$ cat config.mk
export PLATFORM = sky130hd
export DESIGN_NAME = xy_dac_scan_mux_flat
export DESIGN_NICKNAME = d
export VERILOG_FILES = /design/src/rtl/xy_dac_scan_mux_if.sv /design/src/rtl/xy_dac_scan_mux.sv /design/src/flat_wrapper.sv
export SDC_FILE = /design/constraint.sdc
export NUM_CORES = 1
export LEC_CHECK = 0
export CAP_MARGIN = 30
export CORE_UTILIZATION = 33
export DETAILED_ROUTE_END_ITERATION = 16
export PLACE_DENSITY = 0.7
export SLEW_MARGIN = 30
export SYNTH_ARGS = -nofsm -noshare
export SYNTH_HDL_FRONTEND = slang
export SYNTH_SLANG_ARGS = --single-unit
$ cat constraint.sdc
create_clock -name clk -period 2.7 [get_ports clk]
set_clock_uncertainty 0.2 [all_clocks]
set_input_delay 0.54 -clock clk [delete_from_list [all_inputs] [get_ports clk]]
set_output_delay 0.54 -clock clk [all_outputs]
set_load 0.03 [all_outputs]
$ cat src/rtl/xy_dac_scan_mux_if.sv
// xy_dac_scan_mux_if: view-generator point streams in, scope DAC/Z out.
// slave: scan mux side (en + x/y pairs in; dac_*, blank, src, tick out).
interface xy_dac_scan_mux_if;
    logic [2:0] en;
    logic [7:0] x_l;
    logic [7:0] y_l;
    logic [7:0] x_r;
    logic [7:0] y_r;
    logic [7:0] x_b;
    logic [7:0] y_b;
    logic [7:0] dac_x;
    logic [7:0] dac_y;
    logic       dac_wr;
    logic       blank;
    logic [1:0] src;
    logic       frame_tick;

    modport slave (
        input  en, x_l, y_l, x_r, y_r, x_b, y_b,
        output dac_x, dac_y, dac_wr, blank, src, frame_tick
    );

    modport master (
        output en, x_l, y_l, x_r, y_r, x_b, y_b,
        input  dac_x, dac_y, dac_wr, blank, src, frame_tick
    );
endinterface

$ cat src/rtl/xy_dac_scan_mux.sv
// xy_dac_scan_mux: time-multiplexes L/R/ball point streams onto one X/Y DAC.
// Ports: clk, rst_n (async, active low), bus (slave) carrying en mask,
// source coords in and dac_x/dac_y/dac_wr/blank/src/frame_tick out.
module xy_dac_scan_mux #(
    parameter int DWELL_PLATE = 64,
    parameter int DWELL_BALL  = 16,
    parameter int SETTLE      = 4,
    parameter int CENTER      = 128
) (
    input  logic              clk,
    input  logic              rst_n,
    xy_dac_scan_mux_if.slave  bus
);
    typedef enum logic [1:0] {
        S_IDLE,
        S_SETTLE,
        S_VISIBLE
    } state_t;

    localparam logic [7:0] CTR        = 8'(CENTER);
    localparam logic [3:0] SET_LAST   = 4'(SETTLE - 1);
    localparam logic [7:0] PLATE_LAST = 8'(DWELL_PLATE - 1);
    localparam logic [7:0] BALL_LAST  = 8'(DWELL_BALL - 1);

    state_t     state;
    logic [2:0] en_q;
    logic [3:0] settle_cnt;
    logic [7:0] dwell_cnt;

    logic [1:0]  hi_src;
    logic [1:0]  nxt_src;
    logic        wrap;
    logic [7:0]  dwell_last;
    logic [15:0] cur_xy;
    logic [15:0] nxt_xy;

    // 3 means "no source".
    function automatic logic [1:0] lowest(input logic [2:0] m);
        if (m[0])      return 2'd0;
        else if (m[1]) return 2'd1;
        else if (m[2]) return 2'd2;
        else           return 2'd3;
    endfunction

    function automatic logic [2:0] above(input logic [1:0] s);
        unique case (s)
            2'd0:    return 3'b110;
            2'd1:    return 3'b100;
            default: return 3'b000;
        endcase
    endfunction

    function automatic logic [15:0] pick(
        input logic [1:0]  s,
        input logic [15:0] l,
        input logic [15:0] r,
        input logic [15:0] b
    );
        unique case (s)
            2'd0:    return l;
            2'd1:    return r;
            2'd2:    return b;
            default: return {CTR, CTR};
        endcase
    endfunction

    // In IDLE src is 3, so hi_src is none and nxt_src falls back to the
    // lowest bit of the live mask -- the same path as a frame wrap.
    always_comb begin
        hi_src  = lowest(en_q & above(bus.src));
        wrap    = (hi_src == 2'd3);
        nxt_src = wrap ? lowest(bus.en) : hi_src;
        dwell_last = (bus.src == 2'd2) ? BALL_LAST : PLATE_LAST;
        cur_xy = pick(bus.src, {bus.x_l, bus.y_l},
                      {bus.x_r, bus.y_r}, {bus.x_b, bus.y_b});
        nxt_xy = pick(nxt_src, {bus.x_l, bus.y_l},
                      {bus.x_r, bus.y_r}, {bus.x_b, bus.y_b});
    end

    always_ff @(posedge clk or negedge rst_n) begin
        if (!rst_n) begin
            state          <= S_IDLE;
            en_q           <= 3'b000;
            settle_cnt     <= 4'd0;
            dwell_cnt      <= 8'd0;
            bus.dac_x      <= CTR;
            bus.dac_y      <= CTR;
            bus.dac_wr     <= 1'b0;
            bus.blank      <= 1'b1;
            bus.src        <= 2'd3;
            bus.frame_tick <= 1'b0;
        end else begin
            bus.dac_wr     <= 1'b0;
            bus.frame_tick <= 1'b0;
            unique case (state)
                S_IDLE: begin
                    en_q <= bus.en;
                    if (bus.en != 3'b000) begin
                        state      <= S_SETTLE;
                        settle_cnt <= 4'd0;
                        bus.src    <= nxt_src;
                        {bus.dac_x, bus.dac_y} <= nxt_xy;
                        bus.dac_wr <= 1'b1;
                        bus.blank  <= 1'b1;
                    end
                end
                S_SETTLE: begin
                    if (settle_cnt == SET_LAST) begin
                        state      <= S_VISIBLE;
                        dwell_cnt  <= 8'd0;
                        {bus.dac_x, bus.dac_y} <= cur_xy;
                        bus.dac_wr <= 1'b1;
                        bus.blank  <= 1'b0;
                    end else begin
                        settle_cnt <= settle_cnt + 4'd1;
                    end
                end
                S_VISIBLE: begin
                    if (dwell_cnt != dwell_last) begin
                        dwell_cnt  <= dwell_cnt + 8'd1;
                        {bus.dac_x, bus.dac_y} <= cur_xy;
                        bus.dac_wr <= 1'b1;
                    end else begin
                        if (wrap) begin
                            bus.frame_tick <= 1'b1;
                            en_q           <= bus.en;
                        end
                        dwell_cnt  <= 8'd0;
                        settle_cnt <= 4'd0;
                        bus.dac_wr <= 1'b1;
                        if (nxt_src == 2'd3) begin
                            // Park the beam at center on the way out.
                            state     <= S_IDLE;
                            bus.dac_x <= CTR;
                            bus.dac_y <= CTR;
                            bus.blank <= 1'b1;
                            bus.src   <= 2'd3;
                        end else if (nxt_src == bus.src) begin
                            {bus.dac_x, bus.dac_y} <= cur_xy;
                        end else begin
                            state     <= S_SETTLE;
                            bus.src   <= nxt_src;
                            {bus.dac_x, bus.dac_y} <= nxt_xy;
                            bus.blank <= 1'b1;
                        end
                    end
                end
                default: state <= S_IDLE;
            endcase
        end
    end
endmodule

$ cat src/flat_wrapper.sv
// flat-port wrapper written by rule: the top's interface ports become plain ports
module xy_dac_scan_mux_flat 
#(
    parameter int DWELL_PLATE = 64,
    parameter int DWELL_BALL  = 16,
    parameter int SETTLE      = 4,
    parameter int CENTER      = 128
)
  (clk, rst_n, bus_en, bus_x_l, bus_y_l, bus_x_r, bus_y_r, bus_x_b, bus_y_b, bus_dac_x, bus_dac_y, bus_dac_wr, bus_blank, bus_src, bus_frame_tick);
  xy_dac_scan_mux_if bus_i ();
  input  logic clk;
  input  logic rst_n;
  input wire logic [$bits(bus_i.en)-1:0] bus_en;
  input wire logic [$bits(bus_i.x_l)-1:0] bus_x_l;
  input wire logic [$bits(bus_i.y_l)-1:0] bus_y_l;
  input wire logic [$bits(bus_i.x_r)-1:0] bus_x_r;
  input wire logic [$bits(bus_i.y_r)-1:0] bus_y_r;
  input wire logic [$bits(bus_i.x_b)-1:0] bus_x_b;
  input wire logic [$bits(bus_i.y_b)-1:0] bus_y_b;
  output wire logic [$bits(bus_i.dac_x)-1:0] bus_dac_x;
  output wire logic [$bits(bus_i.dac_y)-1:0] bus_dac_y;
  output wire logic [$bits(bus_i.dac_wr)-1:0] bus_dac_wr;
  output wire logic [$bits(bus_i.blank)-1:0] bus_blank;
  output wire logic [$bits(bus_i.src)-1:0] bus_src;
  output wire logic [$bits(bus_i.frame_tick)-1:0] bus_frame_tick;
  assign bus_i.en = bus_en;
  assign bus_i.x_l = bus_x_l;
  assign bus_i.y_l = bus_y_l;
  assign bus_i.x_r = bus_x_r;
  assign bus_i.y_r = bus_y_r;
  assign bus_i.x_b = bus_x_b;
  assign bus_i.y_b = bus_y_b;
  assign bus_dac_x = bus_i.dac_x;
  assign bus_dac_y = bus_i.dac_y;
  assign bus_dac_wr = bus_i.dac_wr;
  assign bus_blank = bus_i.blank;
  assign bus_src = bus_i.src;
  assign bus_frame_tick = bus_i.frame_tick;
  xy_dac_scan_mux #(.DWELL_PLATE(DWELL_PLATE), .DWELL_BALL(DWELL_BALL), .SETTLE(SETTLE), .CENTER(CENTER)) u_core (.clk(clk), .rst_n(rst_n), .bus(bus_i));
endmodule
==> flow_summary.yaml, run 1 <==
logic_synthesis:
  post_synthesis_cell_area_sq_mm: 0.00279
  postSynthRegisterBits: 37
  netlist.area_leader.share_pct: 28.7
  synthesis.instances: 313
  async_flop_share_pct: 100
  avgSynthCellArea_sq_um: 8.93
  synth_area_leaders: "dfrtp_1 (29%), mux2i_1 (6.8%), a22o_1 (5.6%)"
  ys_types: 59
  netlist.top_cell.by_area: "dfrtp_1"
  syn_nets: 372
  yosys_warnings: 0
  synth-edff-count: 0
  synth-seq-area-share_pct: 33.4
  ys.flop_type: "dfrtp_1"
global_route:
  track_usage_pct: 19.6
  maximum_number_of_pins_on_one_net_before_global_route_repair: 38
  grt_pass1_vias: 2846
  grt_remaining_overflow: 0
  grt_first_pass_wirelength_microns: 13600
  antenna_found_initial: 0
sta:
  count_of_final_hold_check_violations: 0
  setup_violations: 0
  hold_slack_ps: 0.105
  worst_slew_pin_slew_ps: 700
  post-route-period-util_pct: 97.7
  post-route-min-period_ps: 2640
  max_freq_ghz: 0.379
  tns_ps: 0
  rsz0062_at_grt: "no"
  timing.max_slew.rel_slack_pct: 52.0
  finalMaxSlewViolations: 0
power:
  leakagePower_uw: 0.00163
  ir_worst_vdd_mv: 0.201
  power.density_mw_per_mm2: 352
worst_setup_path:
  crit_slowest_cell: "dfstp_2"
  critical_path_arrival_ps: 1900
  ff2ff_setup_slack_ps: 170
  critical-path-top-delay-family: "buffers and inverters"
  timing_worst_setup_path_type: "reg2out"
  worst_path_fanout_max: 10
  timing.rr.start: "u_core.bus.src[1]"
  max_stage_delay_ps: 690
  r2r_end: "u_core.bus.dac_x[3]"
  r2r.worst_path.cells: 5
  cp_cell_sequence: "buf_4 -> clkdlybuf4s50_1"
  cp_num_buf_inv: 2
  timing.critical_path.required_ps: 1960
  worst_setup_path_end_kind: "primary output"
  critical_path_startpoint_category: "register"
placed_design:
  portBuffers: 73
  globalplace.congestion: 0.845
  dpl_cell_area_sq_mm: 0.00375
  detailedPlacementHpwl_microns: 6090
min_path:
  holdCritPathClass: "in2async"
layout:
  n_fill_cell: 775
  final_area_sq_mm: 0.00387
  final_nets: 456
  layout_cell_share_with_drive_strength_beyond_1_pct: 15.6
  synthToLayoutAreaGrowth_pct: 38.6
  antenna_diodes: 0
floorplan:
  die_w_microns: 94.0
  io-pin-count: 74
  fp.coreArea_sq_mm: 0.00822
  fp.dieArea_sq_mm: 0.00884
  die_y_microns: 94.0
  initial_core_util_pct: 34.0
  rows: 33
cts:
  reg_clk_slew_reported_paths_ps: 90
  cts.repair_timing.setup_buffer_count: 0
  clock_path_buffers: 2
  cts.repair.resized: 0
  cts_tree: "yes"
  insertion_delay_ps: 300
  cts-hold-fix-buffers: 0
  cts_root_buffer: "clkbuf_8"
  clock-sinks: 37
  cts_made_buffers: 5
  number_of_levels_in_the_clock_h_tree: 2
drt:
  drt.antenna.violating_nets: 0
  drtIter0Drc: 187
  vias: 2831
  post_drt_via_cell_ratio: 5.63
  routed_wl_microns: 8440
  route.detailed.drc: 0
  first_pass_iters: 4
  avgRoutedWirePerCell_microns: 16.8
flow_run:
  max-cap-violations: 0
outcome:
  status: "completed"
==> through the flow <==
stage / setup slack (ps) / total power, uW / cells / util, %
2_1_floorplan: 365 / 698 / 313 / -
3_3_place_gp: -70.4 / 848 / 495 / 45.6
3_5_place_dp: -112 / 852 / 495 / 45.6
4_1_cts: 70.9 / 1370 / 503 / 47.1
5_1_grt: 17.8 / 1420 / 503 / 47.1
6_report: 61.3 / 1360 / 503 / 47.1
==> routing by layer <==
| layer | share of wire (%) | track usage [%] | vias to the layer above |
|---|---|---|---|
| li1 | - | - | 1358 |
| met1 | 45 | 25.7 | 1390 |
| met2 | 50 | 34.2 | 74 |
| met3 | 3.9 | 2.02 | 9 |
| met4 | 1.2 | 5.00 | 0 |
| met5 | 0 | 0 | - |
==> flip-flops by register name (all words and copies together) (netlist names) <==
name                   cells
u_core.bus.dac_y           8
u_core.bus.blank           1
u_core.settle_cnt          4
u_core.bus.frame_tick      1
u_core.bus.dac_wr          1
u_core.bus.dac_x           8
u_core.state               2
u_core.en_q                2
u_core.bus.src             2
u_core.dwell_cnt           8
==> cells in the mapped netlist (3+ instances only) <==
| cell | number |
|---|---|
| nor2_1 | 22 |
| buf_2 | 5 |
| o221ai_1 | 3 |
| o21bai_1 | 3 |
| nand2_1 | 35 |
| nand3b_1 | 4 |
| a21oi_1 | 6 |
| and3_1 | 4 |
| a31oi_1 | 18 |
| inv_1 | 9 |
| mux2i_1 | 19 |
| o21ai_0 | 27 |
| a22oi_1 | 14 |
| o31ai_1 | 3 |
| nor2b_1 | 6 |
| mux2_2 | 7 |
| nand2b_1 | 5 |
| dfstp_2 | 5 |
| ha_1 | 6 |
| dfrtp_1 | 32 |
| clkbuf_1 | 12 |
| a22o_1 | 18 |
| nand3_1 | 7 |
==> how the worst max path moves through the flow <==
stage / depth (start not counted) / to / startpoint / slack [ps]
after global placement: 7 / u_core.bus.dac_y[2] / bus_en[0] / -70
after global routing: 7 / u_core.bus.dac_x[2] / bus_en[0] / 20
final: 2 / bus_src[0] / u_core.bus.src[0] / 60
after CTS: 2 / bus_src[0] / u_core.bus.src[0] / 70
after floorplan: 7 / u_core.bus.dac_x[0] / u_core.settle_cnt[0] / 360
after detailed placement: 7 / u_core.bus.dac_x[6] / bus_en[2] / -110
==> kinds of logic (layout without fill, tap and decap cells) <==
| family | after synthesis | in the layout | synth area share [%] |
|---|---|---|---|
| AO/OA/AOI/OAI | 116 | 116 | 31.2 |
| AND/OR/NAND/NOR | 97 | 97 | 17.5 |
| flip-flops | 37 | 37 | 33.4 |
| buffers and inverters | 29 | 114 | 4.79 |
| multiplexers | 27 | 27 | 10.2 |
| adder cells (fa/ha/maj) | 6 | 6 | 2.69 |
| XOR/XNOR | 1 | 1 | 0.314 |
==> worst reg2reg max path: cells and delay by family, from the launching register on <==
| family | cells | cell delay (ps) |
|---|---|---|
| flip-flops | 1 | 680 |
| AO/OA/AOI/OAI | 4 | 1060 |
| AND/OR/NAND/NOR | 1 | 500 |
==> cell type report <==
| cell class | count | area [sq um] | area share, % |
|---|---|---|---|
| clock buffer | 6 | 82.6 | 2.13 |
| clock inverter | 2 | 37.5 | 0.970 |
| timing repair buffer | 97 | 921 | 23.8 |
| inverter | 9 | 33.8 | 0.873 |
| tap | 105 | 131 | 3.39 |
| sequential | 37 | 932 | 24.1 |
| multi-input combinational | 247 | 1730 | 44.8 |
==> report_power, final <==
part | switching [uW] | internal, uW
clock network | 219 | 301
logic | 118 | 147
registers | 8.91 | 569
total | 346 | 1020
==> placed cells by master, fill, tap and decap left out, drive strengths merged, types with 3 or more instances in the layout <==
cell	instances
a21oi	6
a22o	18
a22oi	14
a31oi	19
and3	4
buf	25
clkbuf	6
clkdlybuf4s50	72
dfrtp	32
dfstp	5
ha	6
inv	9
mux2	8
mux2i	19
nand2	35
nand2b	5
nand3	7
nand3b	5
nor2	22
nor2b	6
o21ai	28
o21bai	3
o221ai	3
o31ai	3
or3b	3
Note: power is estimated with default switching activity, not from simulation.
==> inputs of run 2 (changes only) <==
--- a/config.mk
+++ b/config.mk
@@ -8,6 +8,7 @@
 export CAP_MARGIN = 30
 export CORE_UTILIZATION = 33
 export DETAILED_ROUTE_END_ITERATION = 16
+export HOLD_SLACK_MARGIN = 0.06
 export PLACE_DENSITY = 0.7
 export SLEW_MARGIN = 30
 export SYNTH_ARGS = -nofsm -noshare
==> flow_summary.yaml, run 2 (synthesis results as in run 1) <==
outcome:
  status: "completed"
power:
  combinationalPowerShare_pct: 19.4
  share_clk_of_total_power_pct: 38.3
  ir_worst_vdd_mv: 0.200
  design_power_total_uw: 1370
  seq_power_share_pct: 42.3
  cellInternalPower_uw: 1020
  power.density_mw_per_mm2: 352
  leakagePower_uw: 0.00164
  net-switching-power_uw: 349
  power.switching_fraction_pct: 25.5
layout:
  synthToLayoutAreaGrowth_pct: 38.9
  antenna_diodes: 0
  final_cell_mix: "clkdlybuf4s50_1 (72), nand2_1 (35), dfrtp_1 (32), o21ai_0 (27), buf_4 (24)"
  area_of_the_multi_input_gates_sq_mm: 0.00173
  layout_cell_share_with_drive_strength_beyond_1_pct: 15.5
  finalCoreUtilization_pct: 47.2
  final_area_sq_mm: 0.00388
  layout.cells.most_common: "clkdlybuf4s50_1"
  layout_top_registers: "u_core.bus.dac_x x8, u_core.bus.dac_y x8, u_core.dwell_cnt x8"
  final_nets: 457
  n_fill_cell: 771
  seqCellArea_sq_um: 932
min_path:
  holdCritPathClass: "reg2reg"
worst_setup_path:
  worst_path_fanout_max: 10
  critical_path_startpoint_category: "register"
  timing_worst_setup_path_type: "reg2out"
  worst_setup_path_end_kind: "primary output"
  critical_path_arrival_ps: 1890
  timing.critical_path.required_ps: 1960
global_route:
  maximum_number_of_pins_on_one_net_before_global_route_repair: 38
  antenna_found_initial: 0
  grt_first_pass_wirelength_microns: 13600
  grt_remaining_overflow: 0
  grt_pass1_vias: 2846
  track_usage_pct: 19.6
sta:
  count_of_final_hold_check_violations: 0
  timing.max_slew.rel_slack_pct: 51.9
  rsz0062_at_grt: "no"
  post-route-min-period_ps: 2630
  post-route-period-util_pct: 97.4
  setup_violations: 0
  worst_slew_pin_slew_ps: 701
  finalMaxSlewViolations: 0
  hold_slack_ps: 343
  worst_slack_ps: 69.3
  max_freq_ghz: 0.380
flow_run:
  max-cap-violations: 0
cts:
  cts.repair_timing.setup_buffer_count: 0
  clock-sinks: 37
  cts_root_buffer: "clkbuf_8"
  cts_tree: "yes"
  cts_made_buffers: 5
  number_of_levels_in_the_clock_h_tree: 2
  cts.repair.resized: 0
  reg_clk_slew_reported_paths_ps: 80
  insertion_delay_ps: 300
  clock_path_buffers: 2
placed_design:
  portBuffers: 73
  dpl_ws_ps: -112
  dpl_cell_area_sq_mm: 0.00375
  globalplace.congestion: 0.845
  detailedPlacementHpwl_microns: 6090
floorplan:
  rows: 33
  die_y_microns: 94.0
  fp.dieArea_sq_mm: 0.00884
  fp.coreArea_sq_mm: 0.00822
  initial_core_util_pct: 34.0
  die_w_microns: 94.0
  io-pin-count: 74
drt:
  drt.antenna.violating_nets: 0
  routed_wl_microns: 8440
  post_drt_via_cell_ratio: 5.61
  drtIter0Drc: 199
  first_pass_iters: 5
  avgRoutedWirePerCell_microns: 16.8
  vias: 2826
  route.detailed.drc: 0
==> run 2: layout make-up <==
class	instances	area share [%]
sequential	37	24.0
clock inverter	2	0.967
inverter	9	0.870
clock buffer	6	2.13
tap	105	3.38
timing repair buffer	98	24.0
multi-input combinational	247	44.6
==> run 2: power by group through the flow <==
| stage | clock network, uW | registers, uW | logic (uW) |
|---|---|---|---|
| after detailed placement | 0 | 589 | 264 |
| final | 523 | 578 | 266 |
| after global placement | 0 | 588 | 260 |
| after floorplan | 0 | 612 | 86.3 |
| after global routing | 556 | 579 | 287 |
| after CTS | 529 | 578 | 265 |
==> run 2: per-stage QoR <==
| stage | cells | TNS (ps) |
|---|---|---|
| finish | 504 | 0 |
| global route | 504 | 0 |
| CTS | 503 | 0 |
| detailed placement | 495 | -1480 |
| global placement | 495 | -962 |
| floorplan | 313 | 0 |
==> run 2: worst paths after layout <==
path	from	end	slack, ps	cells past startpoint
max in group asynchronous	rst_n	u_core.bus.blank	1370	2
worst min register to register	u_core.dwell_cnt[1]	u_core.dwell_cnt[1]	340	1
worst max-delay path	u_core.bus.src[0]	bus_src[0]	70	2
worst min-delay path	u_core.dwell_cnt[1]	u_core.dwell_cnt[1]	340	1
min in group asynchronous	rst_n	u_core.bus.dac_y[4]	550	2
worst max register to register	u_core.bus.src[1]	u_core.bus.dac_x[3]	170	5
==> run 2: what timing repair did <==
| item | in CTS | in global routing |
|---|---|---|
| setup endpoints to repair | 0 | 0 |
| hold buffers | 0 | 1 |
| hold endpoints to repair | 0 | 29 |
==> run 2: metal layers <==
metal  global-route usage, %  vias to the layer above  routed length (microns)
li1                        -                     1358                        -
met1                    25.7                     1379                     3750
met2                    34.2                       80                     4240
met3                    2.02                        9                      352
met4                    5.00                        0                      100
met5                       0                        -                        0
==> run 2: worst max-delay path: stages (launching register included) <==
cell	delay (ps)
dfstp_2	690
buf_4	230
clkdlybuf4s50_1	680
